`src/rtl/hazard_if.sv`:
```
// Pipeline-hazard bus: ID/EX/MEM/WB register info in, per-stage stall/flush, forwarding and perf counters out.
interface hazard_if #(
  parameter int CNT_W = 32
) ();
  logic [4:0]       id_rs1;
  logic [4:0]       id_rs2;
  logic             id_uses_rs1;
  logic             id_uses_rs2;
  logic [4:0]       ex_rs1;
  logic [4:0]       ex_rs2;
  logic [4:0]       ex_rd;
  logic             ex_regwrite;
  logic             ex_memtoreg;
  logic             ex_pcsrc;
  logic [4:0]       mem_rd;
  logic [4:0]       wb_rd;
  logic             mem_regwrite;
  logic             wb_regwrite;
  logic             imem_ready;
  logic             dmem_req;
  logic             dmem_ready;

  logic             stall_f;
  logic             stall_d;
  logic             stall_e;
  logic             stall_m;
  logic             flush_d;
  logic             flush_e;
  logic             flush_w;
  logic [1:0]       forward_a;
  logic [1:0]       forward_b;
  logic             mem_timeout;
  logic [CNT_W-1:0] stall_cnt;
  logic [CNT_W-1:0] flush_cnt;

  modport master (
    output id_rs1, id_rs2, id_uses_rs1, id_uses_rs2,
    output ex_rs1, ex_rs2, ex_rd, ex_regwrite, ex_memtoreg, ex_pcsrc,
    output mem_rd, wb_rd, mem_regwrite, wb_regwrite,
    output imem_ready, dmem_req, dmem_ready,
    input  stall_f, stall_d, stall_e, stall_m,
    input  flush_d, flush_e, flush_w,
    input  forward_a, forward_b,
    input  mem_timeout, stall_cnt, flush_cnt
  );

  modport slave (
    input  id_rs1, id_rs2, id_uses_rs1, id_uses_rs2,
    input  ex_rs1, ex_rs2, ex_rd, ex_regwrite, ex_memtoreg, ex_pcsrc,
    input  mem_rd, wb_rd, mem_regwrite, wb_regwrite,
    input  imem_ready, dmem_req, dmem_ready,
    output stall_f, stall_d, stall_e, stall_m,
    output flush_d, flush_e, flush_w,
    output forward_a, forward_b,
    output mem_timeout, stall_cnt, flush_cnt
  );
endinterface

```
`src/rtl/hazard_ctrl.sv`:
```
// Hazard / stall / flush controller for the 5-stage RV32I pipeline, with data-memory
// wait watchdog and saturating stall/flush counters. TIMEOUT must be at least 2.
module hazard_ctrl #(
  parameter int TIMEOUT = 64,
  parameter int CNT_W   = 32
) (
  input logic       clk,
  input logic       rst_n,
  hazard_if.slave   hz
);

  typedef enum logic {
    S_IDLE,
    S_WAIT
  } state_t;

  localparam logic [15:0] TIMEOUT_W = 16'(TIMEOUT);
  localparam logic [15:0] TRIP_W    = 16'(TIMEOUT - 1);

  logic mem_stall;
  logic load_use;
  logic fetch_wait;

  logic stall_f, stall_d, stall_e, stall_m;
  logic flush_d, flush_e, flush_w;
  logic [1:0] forward_a, forward_b;

  state_t           state_q, state_d;
  logic [15:0]      wait_cnt_q, wait_cnt_d;
  logic             mem_timeout_q, mem_timeout_d;
  logic [CNT_W-1:0] stall_cnt_q, stall_cnt_d;
  logic [CNT_W-1:0] flush_cnt_q, flush_cnt_d;

  function automatic logic [1:0] fwd_sel(
    input logic [4:0] rs,
    input logic [4:0] mem_rd,
    input logic       mem_we,
    input logic [4:0] wb_rd,
    input logic       wb_we
  );
    logic [1:0] sel;
    sel = 2'b00;
    if (mem_we && (mem_rd != 5'd0) && (mem_rd == rs)) begin
      sel = 2'b10;
    end else if (wb_we && (wb_rd != 5'd0) && (wb_rd == rs)) begin
      sel = 2'b01;
    end
    return sel;
  endfunction

  always_comb begin
    mem_stall  = hz.dmem_req & ~hz.dmem_ready;
    load_use   = hz.ex_regwrite & hz.ex_memtoreg & (hz.ex_rd != 5'd0) &
                 ((hz.id_uses_rs1 & (hz.id_rs1 == hz.ex_rd)) |
                  (hz.id_uses_rs2 & (hz.id_rs2 == hz.ex_rd)));
    fetch_wait = ~hz.imem_ready;
  end

  // A held MEM stage blocks redirects: ex_pcsrc stays in EX and is acted on once the stall clears.
  always_comb begin
    stall_f = 1'b0;
    stall_d = 1'b0;
    stall_e = 1'b0;
    stall_m = 1'b0;
    flush_d = 1'b0;
    flush_e = 1'b0;
    flush_w = 1'b0;
    if (mem_stall) begin
      stall_f = 1'b1;
      stall_d = 1'b1;
      stall_e = 1'b1;
      stall_m = 1'b1;
      flush_w = 1'b1;
    end else if (hz.ex_pcsrc) begin
      flush_d = 1'b1;
      flush_e = 1'b1;
    end else if (load_use) begin
      stall_f = 1'b1;
      stall_d = 1'b1;
      flush_e = 1'b1;
    end else if (fetch_wait) begin
      stall_f = 1'b1;
      flush_d = 1'b1;
    end
  end

  always_comb begin
    forward_a = fwd_sel(hz.ex_rs1, hz.mem_rd, hz.mem_regwrite, hz.wb_rd, hz.wb_regwrite);
    forward_b = fwd_sel(hz.ex_rs2, hz.mem_rd, hz.mem_regwrite, hz.wb_rd, hz.wb_regwrite);
  end

  always_comb begin
    state_d       = state_q;
    wait_cnt_d    = wait_cnt_q;
    mem_timeout_d = mem_timeout_q;
    stall_cnt_d   = stall_cnt_q;
    flush_cnt_d   = flush_cnt_q;

    case (state_q)
      S_IDLE:  if (mem_stall)  state_d = S_WAIT;
      S_WAIT:  if (!mem_stall) state_d = S_IDLE;
      default: state_d = S_IDLE;
    endcase

    if (mem_stall) begin
      if (wait_cnt_q != TIMEOUT_W) begin
        wait_cnt_d = wait_cnt_q + 16'd1;
      end
      if (wait_cnt_q == TRIP_W) begin
        mem_timeout_d = 1'b1;
      end
    end else begin
      wait_cnt_d = 16'd0;
    end

    if (stall_f && (stall_cnt_q != {CNT_W{1'b1}})) begin
      stall_cnt_d = stall_cnt_q + CNT_W'(1);
    end
    if (hz.ex_pcsrc && !mem_stall && (flush_cnt_q != {CNT_W{1'b1}})) begin
      flush_cnt_d = flush_cnt_q + CNT_W'(1);
    end
  end

  always_ff @(posedge clk or negedge rst_n) begin
    if (!rst_n) begin
      state_q       <= S_IDLE;
      wait_cnt_q    <= 16'd0;
      mem_timeout_q <= 1'b0;
      stall_cnt_q   <= '0;
      flush_cnt_q   <= '0;
    end else begin
      state_q       <= state_d;
      wait_cnt_q    <= wait_cnt_d;
      mem_timeout_q <= mem_timeout_d;
      stall_cnt_q   <= stall_cnt_d;
      flush_cnt_q   <= flush_cnt_d;
    end
  end

  assign hz.stall_f     = stall_f;
  assign hz.stall_d     = stall_d;
  assign hz.stall_e     = stall_e;
  assign hz.stall_m     = stall_m;
  assign hz.flush_d     = flush_d;
  assign hz.flush_e     = flush_e;
  assign hz.flush_w     = flush_w;
  assign hz.forward_a   = forward_a;
  assign hz.forward_b   = forward_b;
  assign hz.mem_timeout = mem_timeout_q;
  assign hz.stall_cnt   = stall_cnt_q;
  assign hz.flush_cnt   = flush_cnt_q;

endmodule

```
`src/flat_wrapper.sv`:
```
// flat-port wrapper written by rule: the top's interface ports become plain ports
module hazard_ctrl_flat 
#(
  parameter int TIMEOUT = 64,
  parameter int CNT_W   = 32
)
  (clk, rst_n, hz_id_rs1, hz_id_rs2, hz_id_uses_rs1, hz_id_uses_rs2, hz_ex_rs1, hz_ex_rs2, hz_ex_rd, hz_ex_regwrite, hz_ex_memtoreg, hz_ex_pcsrc, hz_mem_rd, hz_wb_rd, hz_mem_regwrite, hz_wb_regwrite, hz_imem_ready, hz_dmem_req, hz_dmem_ready, hz_stall_f, hz_stall_d, hz_stall_e, hz_stall_m, hz_flush_d, hz_flush_e, hz_flush_w, hz_forward_a, hz_forward_b, hz_mem_timeout, hz_stall_cnt, hz_flush_cnt);
  hazard_if #(.CNT_W(CNT_W)) hz_i ();
  input logic clk;
  input logic rst_n;
  input wire logic [$bits(hz_i.id_rs1)-1:0] hz_id_rs1;
  input wire logic [$bits(hz_i.id_rs2)-1:0] hz_id_rs2;
  input wire logic [$bits(hz_i.id_uses_rs1)-1:0] hz_id_uses_rs1;
  input wire logic [$bits(hz_i.id_uses_rs2)-1:0] hz_id_uses_rs2;
  input wire logic [$bits(hz_i.ex_rs1)-1:0] hz_ex_rs1;
  input wire logic [$bits(hz_i.ex_rs2)-1:0] hz_ex_rs2;
  input wire logic [$bits(hz_i.ex_rd)-1:0] hz_ex_rd;
  input wire logic [$bits(hz_i.ex_regwrite)-1:0] hz_ex_regwrite;
  input wire logic [$bits(hz_i.ex_memtoreg)-1:0] hz_ex_memtoreg;
  input wire logic [$bits(hz_i.ex_pcsrc)-1:0] hz_ex_pcsrc;
  input wire logic [$bits(hz_i.mem_rd)-1:0] hz_mem_rd;
  input wire logic [$bits(hz_i.wb_rd)-1:0] hz_wb_rd;
  input wire logic [$bits(hz_i.mem_regwrite)-1:0] hz_mem_regwrite;
  input wire logic [$bits(hz_i.wb_regwrite)-1:0] hz_wb_regwrite;
  input wire logic [$bits(hz_i.imem_ready)-1:0] hz_imem_ready;
  input wire logic [$bits(hz_i.dmem_req)-1:0] hz_dmem_req;
  input wire logic [$bits(hz_i.dmem_ready)-1:0] hz_dmem_ready;
  output wire logic [$bits(hz_i.stall_f)-1:0] hz_stall_f;
  output wire logic [$bits(hz_i.stall_d)-1:0] hz_stall_d;
  output wire logic [$bits(hz_i.stall_e)-1:0] hz_stall_e;
  output wire logic [$bits(hz_i.stall_m)-1:0] hz_stall_m;
  output wire logic [$bits(hz_i.flush_d)-1:0] hz_flush_d;
  output wire logic [$bits(hz_i.flush_e)-1:0] hz_flush_e;
  output wire logic [$bits(hz_i.flush_w)-1:0] hz_flush_w;
  output wire logic [$bits(hz_i.forward_a)-1:0] hz_forward_a;
  output wire logic [$bits(hz_i.forward_b)-1:0] hz_forward_b;
  output wire logic [$bits(hz_i.mem_timeout)-1:0] hz_mem_timeout;
  output wire logic [$bits(hz_i.stall_cnt)-1:0] hz_stall_cnt;
  output wire logic [$bits(hz_i.flush_cnt)-1:0] hz_flush_cnt;
  assign hz_i.id_rs1 = hz_id_rs1;
  assign hz_i.id_rs2 = hz_id_rs2;
  assign hz_i.id_uses_rs1 = hz_id_uses_rs1;
  assign hz_i.id_uses_rs2 = hz_id_uses_rs2;
  assign hz_i.ex_rs1 = hz_ex_rs1;
  assign hz_i.ex_rs2 = hz_ex_rs2;
  assign hz_i.ex_rd = hz_ex_rd;
  assign hz_i.ex_regwrite = hz_ex_regwrite;
  assign hz_i.ex_memtoreg = hz_ex_memtoreg;
  assign hz_i.ex_pcsrc = hz_ex_pcsrc;
  assign hz_i.mem_rd = hz_mem_rd;
  assign hz_i.wb_rd = hz_wb_rd;
  assign hz_i.mem_regwrite = hz_mem_regwrite;
  assign hz_i.wb_regwrite = hz_wb_regwrite;
  assign hz_i.imem_ready = hz_imem_ready;
  assign hz_i.dmem_req = hz_dmem_req;
  assign hz_i.dmem_ready = hz_dmem_ready;
  assign hz_stall_f = hz_i.stall_f;
  assign hz_stall_d = hz_i.stall_d;
  assign hz_stall_e = hz_i.stall_e;
  assign hz_stall_m = hz_i.stall_m;
  assign hz_flush_d = hz_i.flush_d;
  assign hz_flush_e = hz_i.flush_e;
  assign hz_flush_w = hz_i.flush_w;
  assign hz_forward_a = hz_i.forward_a;
  assign hz_forward_b = hz_i.forward_b;
  assign hz_mem_timeout = hz_i.mem_timeout;
  assign hz_stall_cnt = hz_i.stall_cnt;
  assign hz_flush_cnt = hz_i.flush_cnt;
  hazard_ctrl #(.TIMEOUT(TIMEOUT), .CNT_W(CNT_W)) u_core (.clk(clk), .rst_n(rst_n), .hz(hz_i));
endmodule
```
`config.mk`:
```
export PLATFORM = sky130hd
export DESIGN_NAME = hazard_ctrl_flat
export DESIGN_NICKNAME = d
export VERILOG_FILES = /design/src/rtl/hazard_if.sv /design/src/rtl/hazard_ctrl.sv /design/src/flat_wrapper.sv
export SDC_FILE = /design/constraint.sdc
export NUM_CORES = 1
export LEC_CHECK = 0
export ABC_CLOCK_PERIOD_IN_PS = 2600
export BUFFER_PORTS_ARGS = -buffer_cell sky130_fd_sc_hd__clkbuf_2
export CELL_PAD_IN_SITES_DETAIL_PLACEMENT = 1
export CELL_PAD_IN_SITES_GLOBAL_PLACEMENT = 1
export CORE_MARGIN = 5
export CORE_UTILIZATION = 40
export CTS_BUF_LIST = sky130_fd_sc_hd__clkbuf_16
export DETAILED_ROUTE_END_ITERATION = 12
export GPL_TIMING_DRIVEN = 0
export PLACE_DENSITY_LB_ADDON = 0.1
export SLEW_MARGIN = 40
export SYNTH_ARGS = -nofsm -noshare
export SYNTH_HDL_FRONTEND = slang
export SYNTH_SLANG_ARGS = --single-unit
```
`constraint.sdc`:
```
create_clock -name clk -period 2.6 [get_ports clk]
set_clock_uncertainty 0.05 [all_clocks]
set_input_delay 0.26 -clock clk [delete_from_list [all_inputs] [get_ports clk]]
set_output_delay 0.26 -clock clk [all_outputs]
set_load 0.02 [all_outputs]
```
==> results.cfg, run 1 <==
[status]
status = completed

[worst_hold_path]
hp-class = primary input to async pin

[sta]
worst_slew_pin_slew_ns = 0.633
max_slew_margin_pct = 57.5
rsz0062_at_grt = false
report.final.slew_viol_count = 0
finalCritPeriodShare_pct = 92.4
period_needed_ns = 2.40
hold_viol = 0
timing.hold.ws_ns = 0.343
clock.fmax_mhz = 416
setup_slack_ns = 0.198
tns_ns = 0
setup_viol = 0

[synth]
synth_nets = 492
synth_seq_area_share_pct = 46.3
synth_edf_count = 0
async_reset_ff_share_pct = 100
avgSynthCellArea_um2 = 9.93
syn_inst = 441
syn_area_um2 = 4380
synth_area_leader_cell = dfrtp_1
synth_flop_cell = dfrtp_1
ys_top_cells_by_count = 81 x dfrtp_1, 56 x xor2_1, 44 x xnor2_1
post-synth-top-area-fraction_pct = 46.3
yosysMostFrequentCell = dfrtp_1
ys_seq_elements = 81
post_synth_num_cell_types = 39
ys_warn_count = 0
netlist_top_cells_area = dfrtp_1 46%, xor2_1 11%, xnor2_1 8.8%, nand3_1 3.5%, nand2_1 3.4%

[global_routing]
grt_pass1_vias = 4105
antenna_found_initial = 0
grt-ovfl-total = 0
grt_max_degree = 44
grt_pass1_wl_mm = 20.3
grt.total_usage_pct = 19.2

[clock_tree]
cts_htree_levels = 3
clockBufferDepth = 2
clock-sinks = 81
clkSlewWorstSetupHoldPaths_ns = 0.06
numCtsBuffers = 9
clkLatencyLatePin_ns = 0.34
root_buffer = clkbuf_16
cts_tree = yes

[routing]
via_per_inst = 5.30
drc = 0
antenna_left = 0
dr.pass1.iters = 4
wire_per_inst_um = 16.4
drtIter0Drc = 138
wl_mm = 11.8
vias = 3813

[power]
clkPwrFrac_pct = 31.7
p_leak_nw = 2.57
peakVddDrop_v = 0.000386
internal_power_mw = 2.34
finalPower_mw = 3.54
power_density_nw_per_um2 = 645
p_seq_share_pct = 45.8
switching_share_pct = 33.9
p_switching_mw = 1.20
power_frac_comb_pct = 22.5

[setup_path]
worstSetupPathType = register to register
cp.arrival_ns = 2.62
cp-start-kind = register
crit_slowest_cell = dfrtp_1
critPathMaxFanout = 8
cp.required_ns = 2.81
slowest_delay_ns = 0.45
cp_cell_sequence = nand3_1 > nor4_2 > nand4_1 > or3_1 > nor3_1 > xor2_1
worstSetupEndpointType = register

[placement]
place_area_um2 = 5200
place_ws_ns = 0.0865
port_buffers = 122
dpl.cell_count = 704
dp_hpwl_mm = 9.06
place.gp.congestion = 0.806

[layout]
final_layout_size_suffix_gt1_share_pct = 26.7
num-nets-final = 626
finalNonFillerCells = 720
n_fill_cell = 1236
final_util_pct = 50.9
area_delta_synth_final_pct = 25.3
diodes = 0
stdcell_area_um2 = 5490

[die]
core_um2 = 10800
start_util_pct = 40.6
fp.dieH_um = 115
io_pins = 123
rows = 38
fp.dieW_um = 115
dieArea_um2 = 13100

[run]
maxCapViolCount = 0
==> cell usage in the layout (no fill, tap or decap), drive strengths merged, types with 7 or more instances in the layout <==
master and n:
nand3 31, dfrtp 81, nor4 24, nor2 25, xnor2 44, and3 16, inv 15, nor3 21
xor2 56, nand4 21, o21ai 7, nand2 40, clkbuf 136
==> path summary, 6_finish.rpt <==
kind                                              from                       to  slack (ns)  cells after the start
worst min-delay path                             rst_n   u_core.hz.stall_cnt[9]        0.34                      2
worst min register to register   u_core.hz.mem_timeout    u_core.hz.mem_timeout        0.43                      1
min in group clk                           hz_ex_pcsrc  u_core.hz.flush_cnt[10]        0.42                      4
worst max register to register  u_core.hz.stall_cnt[3]  u_core.hz.stall_cnt[27]        0.20                      6
worst max-delay path            u_core.hz.stall_cnt[3]  u_core.hz.stall_cnt[27]        0.20                      6
max in group asynchronous                        rst_n  u_core.hz.stall_cnt[28]        1.63                      3
==> flip-flops by register name, indices dropped and copies added, names as in the netlist <==
name	flops
u_core.wait_cnt_q	16
u_core.hz.mem_timeout	1
u_core.hz.flush_cnt	32
u_core.hz.stall_cnt	32
==> power groups by stage <==
stage          sequential, mW  clock [mW]  combinational (mW)
2_1_floorplan            1.77           0               0.296
3_3_place_gp             1.63           0               0.773
3_5_place_dp             1.64           0               0.801
4_1_cts                  1.62        1.15               0.808
5_1_grt                  1.64        1.21               0.876
6_report                 1.62        1.12               0.798
==> worst max-delay path: cells and delay by family (launching register included) <==
kind | cells | cell delay [ns]
xor+xnor | 1 | 0.17
simple gates | 5 | 1.66
flops | 1 | 0.45
==> cell type report <==
cell class | instances | area [µm²] | share of cell area [%]
repair buffers | 124 | 657 | 12.0
well taps | 140 | 175 | 3.19
multi-input cells | 338 | 2270 | 41.4
flip-flops and latches | 81 | 2030 | 36.9
inverters | 11 | 41.3 | 0.752
plain buffers | 10 | 60.1 | 1.09
clock inverters | 7 | 32.5 | 0.593
clock buffers | 9 | 225 | 4.10
==> repair_timing <==
action / in CTS / in global routing
resized for setup: 0 / 6
setup endpoints to repair: 0 / 23
hold buffers: 1 / 0
endpoints found under the hold margin: 38 / 0
buffers inserted: 0 / 0
==> kinds of logic after synthesis <==
group / synth area share [%]
AO/OA/AOI/OAI: 3.00
XOR/XNOR: 20.0
adder cells (fa/ha/maj): 1.14
buffers and inverters: 2.20
flip-flops: 46.3
multiplexers: 1.49
AND/OR/NAND/NOR: 25.9
==> layer usage <==
metal / vias up / GRT usage [%] / part of all wire (%)
li1: 1824 / - / -
met1: 1890 / 24.7 / 45
met2: 84 / 31.6 / 49
met3: 15 / 5.13 / 5.1
met4: 0 / 5.70 / 1.5
met5: - / 0 / 0
No activity file was read; power rests on OpenSTA's default activity.
==> inputs of run 2 (changes only) <==
--- a/config.mk
+++ b/config.mk
@@ -5,12 +5,13 @@
 export SDC_FILE = /design/constraint.sdc
 export NUM_CORES = 1
 export LEC_CHECK = 0
+export ABC_AREA = 1
 export ABC_CLOCK_PERIOD_IN_PS = 2600
 export BUFFER_PORTS_ARGS = -buffer_cell sky130_fd_sc_hd__clkbuf_2
 export CELL_PAD_IN_SITES_DETAIL_PLACEMENT = 1
 export CELL_PAD_IN_SITES_GLOBAL_PLACEMENT = 1
 export CORE_MARGIN = 5
-export CORE_UTILIZATION = 40
+export CORE_UTILIZATION = 39
 export CTS_BUF_LIST = sky130_fd_sc_hd__clkbuf_16
 export DETAILED_ROUTE_END_ITERATION = 12
 export GPL_TIMING_DRIVEN = 0
==> run 2 against run 1 <==
Effect of this change: total power is 4.0% higher; sequential cell count stayed put; largest cell class unchanged; routed wire length is 47% higher; largest power group unchanged.
==> results.cfg, run 2 <==
[sta]
hold_viol = 0
setup_viol = 0
worst_slew_pin_slew_ns = 0.663
max_slew_margin_pct = 55.5
period_needed_ns = 2.25
finalCritPeriodShare_pct = 86.4
tns_ns = 0
clock.fmax_mhz = 445
report.final.slew_viol_count = 0
rsz0062_at_grt = false

[clock_tree]
cts_tree = yes
cts_htree_levels = 3
clkLatencyLatePin_ns = 0.35
root_buffer = clkbuf_16
clockBufferDepth = 2
numCtsBuffers = 9
clock-sinks = 81
cts_setup_buffers = 0
clkSlewWorstSetupHoldPaths_ns = 0.07

[synth]
async_reset_ff_share_pct = 100
yosysMostFrequentCell = nand2_1
synth_compound_gate_area_share_pct = 5.10
ys_top_cells_by_count = 271 x nand2_1, 111 x inv_1, 83 x nor2_1
synth_top_family_by_area = simple AND/OR/NAND/NOR gates
ys_warn_count = 0
synthSimpleGateAreaFrac_pct = 39.6
syn_area_um2 = 5520
netlist_top_cells_area = dfrtp_1 37%, nand2_1 18%, inv_1 7.5%, nand3_1 6.8%, nor2_1 5.6%
synth_edf_count = 0
syn_inst = 827
synth_mux_area_share_pct = 0
synth_nets = 878
post_synth_num_cell_types = 35
synthAdderAreaFrac_pct = 0.906
avgSynthCellArea_um2 = 6.68
post-synth-top-area-fraction_pct = 36.7
ys_seq_elements = 81
synth_seq_area_share_pct = 36.7
synth_area_leader_cell = dfrtp_1
synth-xor-area-share_pct = 8.25
synth_flop_cell = dfrtp_1

[routing]
drtIter0Drc = 293
wire_per_inst_um = 15.2
dr.pass1.iters = 5
via_per_inst = 5.01
wl_mm = 17.5
drc = 0
antenna_left = 0
vias = 5745

[power]
clkPwrFrac_pct = 35.2
p_leak_nw = 3.48
peakVddDrop_v = 0.000312
power_frac_comb_pct = 22.6
switching_share_pct = 34.6
internal_power_mw = 2.41
p_switching_mw = 1.27
p_seq_share_pct = 42.3
power_density_nw_per_um2 = 549

[layout]
final_layout_size_suffix_gt1_share_pct = 17.8
diodes = 0
area_delta_synth_final_pct = 21.3
final_cell_mix = 271 x nand2_1, 121 x clkbuf_2, 111 x inv_1, 83 x nor2_1, 81 x dfrtp_1
finalNonFillerCells = 1147
final_common_cell = nand2_1
n_fill_cell = 1919
num-nets-final = 1013

[global_routing]
grt_pass1_vias = 6134
grt_use_met3_pct = 4.44
met2_usage_pct = 36.3
antenna_found_initial = 0
grt_max_degree = 62
grt.total_usage_pct = 22.1
grt-ovfl-total = 0
grt_pass1_wl_mm = 29.9
met1_usage_pct = 30.2
grt_busiest_layer = met2

[die]
start_util_pct = 39.8
dieArea_um2 = 16600
io_pins = 123
fp.dieW_um = 129
rows = 43
core_um2 = 13900
fp.dieH_um = 129

[setup_path]
worstSetupEndpointType = register
crit_start = u_core.hz.flush_cnt[1]
critPathMaxFanout = 10
cp.required_ns = 2.79
cp.arrival_ns = 2.43
worstSetupPathType = register to register
rr_startpoint = u_core.hz.flush_cnt[1]
worstRegToRegCells = 11
cp-start-kind = register

[placement]
dp_hpwl_mm = 13.8
place.gp.congestion = 0.871
dpl.cell_count = 1130
port_buffers = 122

[worst_hold_path]
hp-class = primary input to register
worstHoldPathCells = 4
hold_start = hz_dmem_ready

[status]
status = completed

[run]
maxCapViolCount = 0
## run 2: power groups by stage
stage | logic, mW | clock network, mW | registers, mW
6_report | 0.830 | 1.29 | 1.56
5_1_grt | 0.933 | 1.38 | 1.58
4_1_cts | 0.848 | 1.33 | 1.56
3_5_place_dp | 0.839 | 0 | 1.58
3_3_place_gp | 0.807 | 0 | 1.57
2_1_floorplan | 0.372 | 0 | 1.68
## run 2: cell families (layout without fill, tap and decap cells)
family                   Yosys count  in the layout
XOR/XNOR                          52             52
flip-flops                        81             81
adder cells (fa/ha/maj)            4              4
AND/OR/NAND/NOR                  507            507
buffers and inverters            130            270
AO/OA/AOI/OAI                     53             53
## run 2: final timing paths
check / slack, ns / to
hold / removal: 0.25 / u_core.wait_cnt_q[7]
min in group asynchronous: 0.29 / u_core.hz.flush_cnt[7]
setup reg to reg: 0.35 / u_core.hz.flush_cnt[4]
setup / recovery: 0.35 / u_core.hz.flush_cnt[4]
max in group asynchronous: 1.65 / u_core.hz.stall_cnt[5]
hold reg to reg: 0.44 / u_core.hz.mem_timeout
## run 2: repair_timing
action,in CTS,in global routing
hold buffers,1,0
resized for setup,0,0
hold endpoints to repair,20,0
## run 2: cell type report
class	instances	area [µm²]	area share (%)
Buffer	17	96.3	1.44
Clock buffer	9	225	3.36
Clock inverter	7	71.3	1.06
Inverter	113	424	6.33
Multi-Input combinational cell	616	2970	44.4
Sequential cell	81	2030	30.3
Tap cell	180	225	3.36
Timing Repair Buffer	124	657	9.80
## run 2: metrics by stage
stage                     cell area [µm²]  setup slack [ns]  total power [mW]  hold slack (ns)  utilization [%]
after floorplan                      5520             0.763              2.05          -0.0856                -
after global placement               6360             0.278              2.38            0.422             45.8
after detailed placement             6390             0.398              2.41           0.0963             46.1
after CTS                            6700             0.377              3.73            0.239             48.3
after global routing                 6700             0.190              3.89            0.280             48.3
final                                6700             0.353              3.68            0.246             48.3
## run 2: per-layer routing
metal	vias up	share of wire [%]
met5	-	0
met4	0	1.1
met3	16	5.2
met2	120	47
met1	2732	47
li1	2877	-
## run 2: critical path: stages (launching register included)
cell,delay (ns)
dfrtp_1,0.44
ha_1,0.23
nand3_1,0.22
inv_1,0.15
nand2_1,0.12
nor2_1,0.23
nand2_1,0.09
nand2_1,0.10
inv_2,0.10
buf_2,0.22
nand3b_1,0.11
nand2_1,0.05
